===== src/rtl/transmissor_pkg.sv =====
`default_nettype none
// ============================================================================
// Module      : transmissor_pkg
// Description : Shared definitions for the serial frame transmitter:
//               debug state codes, FSM state encoding, default terminator
//               byte and frame length.
//               Optional macro ENVIA_CHECKSUM_EN adds a checksum byte to the
//               frame (5 bytes instead of 4).
// Revision    : 1.0 - initial release
// ============================================================================
package transmissor_pkg;

  // Debug codes published on db_estado; the state encoding reuses them.
  localparam logic [3:0] DB_OCIOSO    = 4'h0;
  localparam logic [3:0] DB_START     = 4'h1;
  localparam logic [3:0] DB_DADOS     = 4'h2;
  localparam logic [3:0] DB_STOP      = 4'h3;
  localparam logic [3:0] DB_PROX_BYTE = 4'h4;
  localparam logic [3:0] DB_FIM       = 4'h5;
  localparam logic [3:0] DB_ERRO      = 4'hF;

  typedef enum logic [3:0] {
    ST_OCIOSO    = DB_OCIOSO,
    ST_START     = DB_START,
    ST_DADOS     = DB_DADOS,
    ST_STOP      = DB_STOP,
    ST_PROX_BYTE = DB_PROX_BYTE,
    ST_FIM       = DB_FIM,
    ST_ERRO      = DB_ERRO
  } estado_t;

  localparam logic [7:0] TERMINADOR_PADRAO = 8'h0A;

`ifdef ENVIA_CHECKSUM_EN
  localparam int BYTES_QUADRO = 5;
`else
  localparam int BYTES_QUADRO = 4;
`endif

  // Width of the byte index inside the frame.
  localparam int IDX_W = $clog2(BYTES_QUADRO);

endpackage
`default_nettype wire


===== src/rtl/gerador_tick_baud.sv =====
`default_nettype none
// ============================================================================
// Module      : gerador_tick_baud
// Description : Bit-period timer. Counts 0..CICLOS_POR_BIT-1 and raises
//               `tick` during the terminal count. `zera` restarts the count
//               synchronously so each state starts a fresh bit period.
// Ports       : clock, reset (sync, active-high), zera (sync clear),
//               tick (terminal-count flag)
// Revision    : 1.0 - initial release
// ============================================================================
module gerador_tick_baud #(
  parameter int CICLOS_POR_BIT = 434
) (
  input  logic clock,
  input  logic reset,
  input  logic zera,
  output logic tick
);

  localparam int LARGURA = $clog2(CICLOS_POR_BIT);
  localparam logic [LARGURA-1:0] TERMINAL = LARGURA'(CICLOS_POR_BIT - 1);

  logic [LARGURA-1:0] r_contador;

  always_ff @(posedge clock) begin
    if (reset || zera) begin
      r_contador <= '0;
    end else if (r_contador == TERMINAL) begin
      r_contador <= '0;
    end else begin
      r_contador <= r_contador + LARGURA'(1);
    end
  end

  assign tick = (r_contador == TERMINAL);

endmodule
`default_nettype wire


===== src/rtl/transmissor_quadro_serial.sv =====
`default_nettype none
// ============================================================================
// Module      : transmissor_quadro_serial
// Description : Captures screen code and score on envia_dados and sends one
//               fixed frame over a UART line (8N1, LSB first):
//               tela, pontuacao[15:8], pontuacao[7:0], [checksum,] TERMINADOR.
//               Macro ENVIA_CHECKSUM_EN inserts the XOR checksum byte.
// Ports       : clock, reset (sync, active-high)
//               envia_dados      - start request pulse
//               tela_renderizada - screen code, sampled with envia_dados
//               pontuacao        - score, sampled with envia_dados
//               saida_serial     - registered UART TX line, idles high
//               fim_envia_dados  - one-cycle end-of-frame pulse
//               ocupado          - frame in flight (through the fim cycle)
//               db_estado        - debug state code
// Revision    : 1.0 - initial release
// ============================================================================
module transmissor_quadro_serial
  import transmissor_pkg::*;
#(
  parameter int         CICLOS_POR_BIT = 434,
  parameter logic [7:0] TERMINADOR     = TERMINADOR_PADRAO
) (
  input  logic        clock,
  input  logic        reset,
  input  logic        envia_dados,
  input  logic [7:0]  tela_renderizada,
  input  logic [15:0] pontuacao,
  output logic        saida_serial,
  output logic        fim_envia_dados,
  output logic        ocupado,
  output logic [3:0]  db_estado
);

  localparam logic [IDX_W-1:0] ULTIMO_BYTE = IDX_W'(BYTES_QUADRO - 1);

  estado_t          r_estado;
  estado_t          w_estado_prox;
  logic [7:0]       r_quadro [BYTES_QUADRO];
  logic [IDX_W-1:0] r_byte_idx;
  logic [IDX_W-1:0] w_byte_seg;
  logic [2:0]       r_bit_idx;
  logic [7:0]       r_shift;
  logic [7:0]       w_shift_prox;
  logic             r_saida;
  logic             w_saida_prox;
  logic             w_tick;
  logic             w_zera;

  gerador_tick_baud #(
    .CICLOS_POR_BIT (CICLOS_POR_BIT)
  ) u_tick (
    .clock (clock),
    .reset (reset),
    .zera  (w_zera),
    .tick  (w_tick)
  );

  assign w_byte_seg = r_byte_idx + IDX_W'(1);

  always_comb begin
    w_estado_prox = r_estado;
    case (r_estado)
      ST_OCIOSO:    if (envia_dados) w_estado_prox = ST_START;
      ST_START:     if (w_tick) w_estado_prox = ST_DADOS;
      ST_DADOS:     if (w_tick && (r_bit_idx == 3'd7)) w_estado_prox = ST_STOP;
      ST_STOP:      if (w_tick) w_estado_prox = ST_PROX_BYTE;
      ST_PROX_BYTE: w_estado_prox = (r_byte_idx == ULTIMO_BYTE) ? ST_FIM : ST_START;
      ST_FIM:       w_estado_prox = ST_OCIOSO;
      ST_ERRO:      w_estado_prox = ST_ERRO;
      default:      w_estado_prox = ST_ERRO;
    endcase

    // Every state entry starts a fresh bit period; idle keeps the timer parked.
    w_zera = (w_estado_prox != r_estado) || (r_estado == ST_OCIOSO);

    w_shift_prox = r_shift;
    if ((r_estado == ST_OCIOSO) && envia_dados) begin
      w_shift_prox = tela_renderizada;
    end else if ((r_estado == ST_DADOS) && w_tick) begin
      w_shift_prox = {1'b0, r_shift[7:1]};
    end else if ((r_estado == ST_PROX_BYTE) && (w_estado_prox == ST_START)) begin
      w_shift_prox = r_quadro[w_byte_seg];
    end

    // Line level is decided from the next state so the registered output
    // changes on the same edge as the state it belongs to.
    case (w_estado_prox)
      ST_START: w_saida_prox = 1'b0;
      ST_DADOS: w_saida_prox = w_shift_prox[0];
      default:  w_saida_prox = 1'b1;
    endcase
  end

  always_ff @(posedge clock) begin
    if (reset) begin
      r_estado   <= ST_OCIOSO;
      r_saida    <= 1'b1;
      r_shift    <= '0;
      r_byte_idx <= '0;
      r_bit_idx  <= '0;
      for (int i = 0; i < BYTES_QUADRO; i++) r_quadro[i] <= '0;
    end else begin
      r_estado <= w_estado_prox;
      r_saida  <= w_saida_prox;
      r_shift  <= w_shift_prox;
      case (r_estado)
        ST_OCIOSO: begin
          if (envia_dados) begin
            r_quadro[0] <= tela_renderizada;
            r_quadro[1] <= pontuacao[15:8];
            r_quadro[2] <= pontuacao[7:0];
`ifdef ENVIA_CHECKSUM_EN
            r_quadro[3] <= tela_renderizada ^ pontuacao[15:8] ^ pontuacao[7:0];
            r_quadro[4] <= TERMINADOR;
`else
            r_quadro[3] <= TERMINADOR;
`endif
            r_byte_idx <= '0;
            r_bit_idx  <= '0;
          end
        end
        ST_DADOS: begin
          // Wraps back to 0 after bit 7, ready for the next byte.
          if (w_tick) r_bit_idx <= r_bit_idx + 3'd1;
        end
        ST_PROX_BYTE: begin
          if (r_byte_idx != ULTIMO_BYTE) r_byte_idx <= w_byte_seg;
        end
        default: ;
      endcase
    end
  end

  assign saida_serial    = r_saida;
  assign fim_envia_dados = (r_estado == ST_FIM);
  assign ocupado         = (r_estado != ST_OCIOSO);
  assign db_estado       = r_estado;

endmodule
`default_nettype wire


===== config.mk =====
export PLATFORM = sky130hd
export DESIGN_NAME = transmissor_quadro_serial
export DESIGN_NICKNAME = d
export VERILOG_FILES = /design/src/rtl/transmissor_pkg.sv /design/src/rtl/gerador_tick_baud.sv /design/src/rtl/transmissor_quadro_serial.sv
export SDC_FILE = /design/constraint.sdc
export NUM_CORES = 1
export LEC_CHECK = 0
export CORE_ASPECT_RATIO = 0.8
export CORE_MARGIN = 3
export CORE_UTILIZATION = 54
export DETAILED_ROUTE_END_ITERATION = 8
export GPL_ROUTABILITY_DRIVEN = 0
export HOLD_SLACK_MARGIN = 0.08
export PLACE_DENSITY = 0.79
export REMOVE_ABC_BUFFERS = 1
export SLEW_MARGIN = 0
export SYNTH_ARGS = -nofsm -noshare
export SYNTH_HDL_FRONTEND = slang
export SYNTH_SLANG_ARGS = --single-unit

===== constraint.sdc =====
create_clock -name clock -period 2.18 [get_ports clock]
set_input_delay 0.218 -clock clock [delete_from_list [all_inputs] [get_ports clock]]
set_output_delay 0.218 -clock clock [all_outputs]
set_load 0.01 [all_outputs]

==> metrics.txt <==
status=finished clean; Die Height=67.5 um; total gr overflow=0; CTS resizes=0; CTS tree=yes; clock skew=about 0.0082 ns; Die W=82.8 um; top cell type by total area after synthesis=edfxtp_1; Slew Limit Fails=0; worst slew pin tran=between 0.4 and 0.5 ns; routed vias=~1900; final HPWL from detailed placement=roughly 3900 um; P_int=roughly 0.0015 W; setup violators final=0; TritonRoute pass-1 iters=4; post-placement cell area=a little under 3000 um^2; slowest stage delay, CP=0.62 ns; clock slew at reported path FFs=about 0.08 ns; VDD IR max=between 0.3 and 0.4 mV; Post-Place Cells=approximately 320; initial drt markers=140; hold_buf cts=0; CTS Buffer Depth=2; top cell family by delay on the critical path=flip-flops; nets=about 300; Layout area overhead=19.8%; FP Rows=21; sequential share of power=between 50% and 60%; Worst Path Class, Setup=register to primary output; Pleak=~1.2 nW; first-pass GRT wire length=9110 um; switching share of power=22.1%; Initial Util=between 50% and 60%; maximum fanout along the worst path=12; Worst Hold Class=register to register; drc violations=0; post-DR wirelength/cell=about 17 um; GRT Total Usage=about a fifth; fin crit share=89.9%; critical-path cell list=and3_1, clkdlybuf4s50_1; clock network fraction of design power=33.1%; Port-buffer cells=33; Cell variety after synth=55; Fin. Hold Viols=0; PwrDens=647 nW/um^2; IO Count=34; Sw Pwr=roughly 0.00044 W; Synth area leaders=edfxtp_1 29%, dfxtp_1 21%, and3_1 7.1%; Skew-Pair Late Insertion Delay=roughly 0.31 ns; asr flop ratio synth=0%; final WL=5400 um; vias in the first global route=between 1500 and 2000; Critical Path RT=roughly 2 ns; RSZ-0062 raised after global routing=false; max-cap viol count=0; Yosys warning total=0; share of the synthesized area in the top cell type=approximately 29%; Post-synth EDFFs=25; maximum clock rate=between 0.5 and 0.6 GHz; sequential share of the synthesized area=50.6%; total power=0.00198 W; final std cells w/o fill=327; register bit total from synthesis=52; Fin Setup TNS=0 ns; Bufs and invs on worst path=1; combinational power share=about a tenth; shortest period the worst path allows=around 2 ns; DIE AREA=approximately 5600 um^2; Post-CTS Setup Repair Bufs=0; antenna fix cells=0; slowest library cell on the worst path=dfxtp_1; Setup crit end kind=primary output; largest net degree at the start of global routing=27; type of origin of the critical path=register; layout cells sized above 1=15.2%; DR vias/cell=a little under 6; clock sinks=52; initial antenna violation count=0; root buffer cell=clkbuf_8; Design Area, Final=3050 um^2; Post-Synthesis Cells=235; core area=4360 um^2; synthesized area per cell=10.9 um^2; htree depth=2; post-route ant nets=0; worst relative slew slack=68.4%; most common flop cell mapped by yosys=dfxtp_1; number of CTS-inserted buffers=5; critical path arrival=1.74 ns; Netlist Area Pre-Place=2550 um^2
worst register-to-register path, stage by stage, from the launching register on:
cell,delay (ns)
dfxtp_1,0.33
ha_1,0.37
buf_4,0.21
mux2_2,0.35
a221oi_1,0.30
nor3_1,0.11
o221a_2,0.13
state kept, by name, indices dropped and copies added (netlist names):
| signal | flops |
|---|---|
| r_shift | 8 |
| r_bit_idx | 3 |
| r_byte_idx | 2 |
| u_tick.r_contador | 9 |
| r_quadro | 25 |
| saida_serial | 1 |
| db_estado | 4 |
cells by family after synthesis:
family | Yosys count | share of synthesized area (%)
AO/OA/AOI/OAI | 36 | 11.0
AND/OR/NAND/NOR | 105 | 24.3
buffers and inverters | 21 | 4.22
adder cells (fa/ha/maj) | 5 | 2.45
XOR/XNOR | 7 | 2.40
flip-flops | 52 | 50.6
multiplexers | 9 | 5.00
synthesized netlist by cell type (2+ instances only):
cell type and number:
buf_6 2, o221ai_1 2, ha_1 5, nand2b_1 2, edfxtp_1 25, clkbuf_2 2
mux2_2 5, inv_1 6, xor2_1 2, o22ai_1 3, buf_2 6, a21oi_1 9
nor3_1 4, clkbuf_1 4, mux4_2 2, nand2_1 10, and3_1 29, xnor2_1 5
nor2_2 2, nand3_2 2, o31a_1 2, o221a_2 4, and2_1 3, a221oi_1 4
nor2_1 29, nor3_2 2, a22o_1 2, dfxtp_1 27, nor3b_2 2, nand3_1 8
power by group through the flow:
| stage | combinational (W) | clock (W) | sequential (W) |
|---|---|---|---|
| final | 0.000211 | 0.000654 | 0.00111 |
| after global routing | 0.000233 | 0.000692 | 0.00112 |
| after CTS | 0.000211 | 0.000664 | 0.00111 |
| after detailed placement | 0.000210 | 0 | 0.00113 |
| after global placement | 0.000205 | 0 | 0.00113 |
| after floorplan | 0.000106 | 0 | 0.00112 |
routing by layer:
metal  share of wire [%]  vias to the layer above  global-route usage (%)
li1                    -                      943                       -
met1                  46                      905                    28.6
met2                  46                       68                    33.3
met3                 7.0                        5                    4.39
met4                 1.2                        0                    7.35
met5                   0                        -                       0
cell type report:
type	count	area [um^2]
multi-input cells	162	1150
fillers	350	1310
repair buffers	42	410
well taps	57	71.3
clock inverters	2	35.0
clock buffers	6	72.6
inverters	6	22.5
flip-flops and latches	52	1290
cells in the final DEF, fill, tap and decap left out, drive strengths merged, types with 5 or more instances in the layout:
| cell type | count |
|---|---|
| nor3 | 6 |
| clkdlybuf4s50 | 33 |
| clkbuf | 6 |
| nor2 | 31 |
| ha | 5 |
| mux2 | 7 |
| edfxtp | 25 |
| nand2 | 10 |
| inv | 6 |
| nand3 | 10 |
| dfxtp | 27 |
| and3 | 29 |
| xnor2 | 5 |
| buf | 9 |
| a21oi | 9 |
path summary, 6_finish.rpt:
path | from | endpoint | slack, ns | depth (start not counted)
max | db_estado[0] | fim_envia_dados | 0.22 | 2
min | u_tick.r_contador[0] | u_tick.r_contador[0] | 0.47 | 1
min reg2reg | u_tick.r_contador[0] | u_tick.r_contador[0] | 0.47 | 1
max reg2reg | r_byte_idx[0] | r_shift[2] | 0.28 | 6
stage by stage:
stage,hold WS (ns),setup WS [ns],util (%)
after floorplan,0.287,0.214,-
after global placement,0.443,0.346,67.6
after detailed placement,0.461,0.293,67.6
after CTS,0.483,0.213,70.0
after global routing,0.526,0.146,70.0
final,0.474,0.220,70.0
No activity file was read; power rests on OpenSTA's default activity.
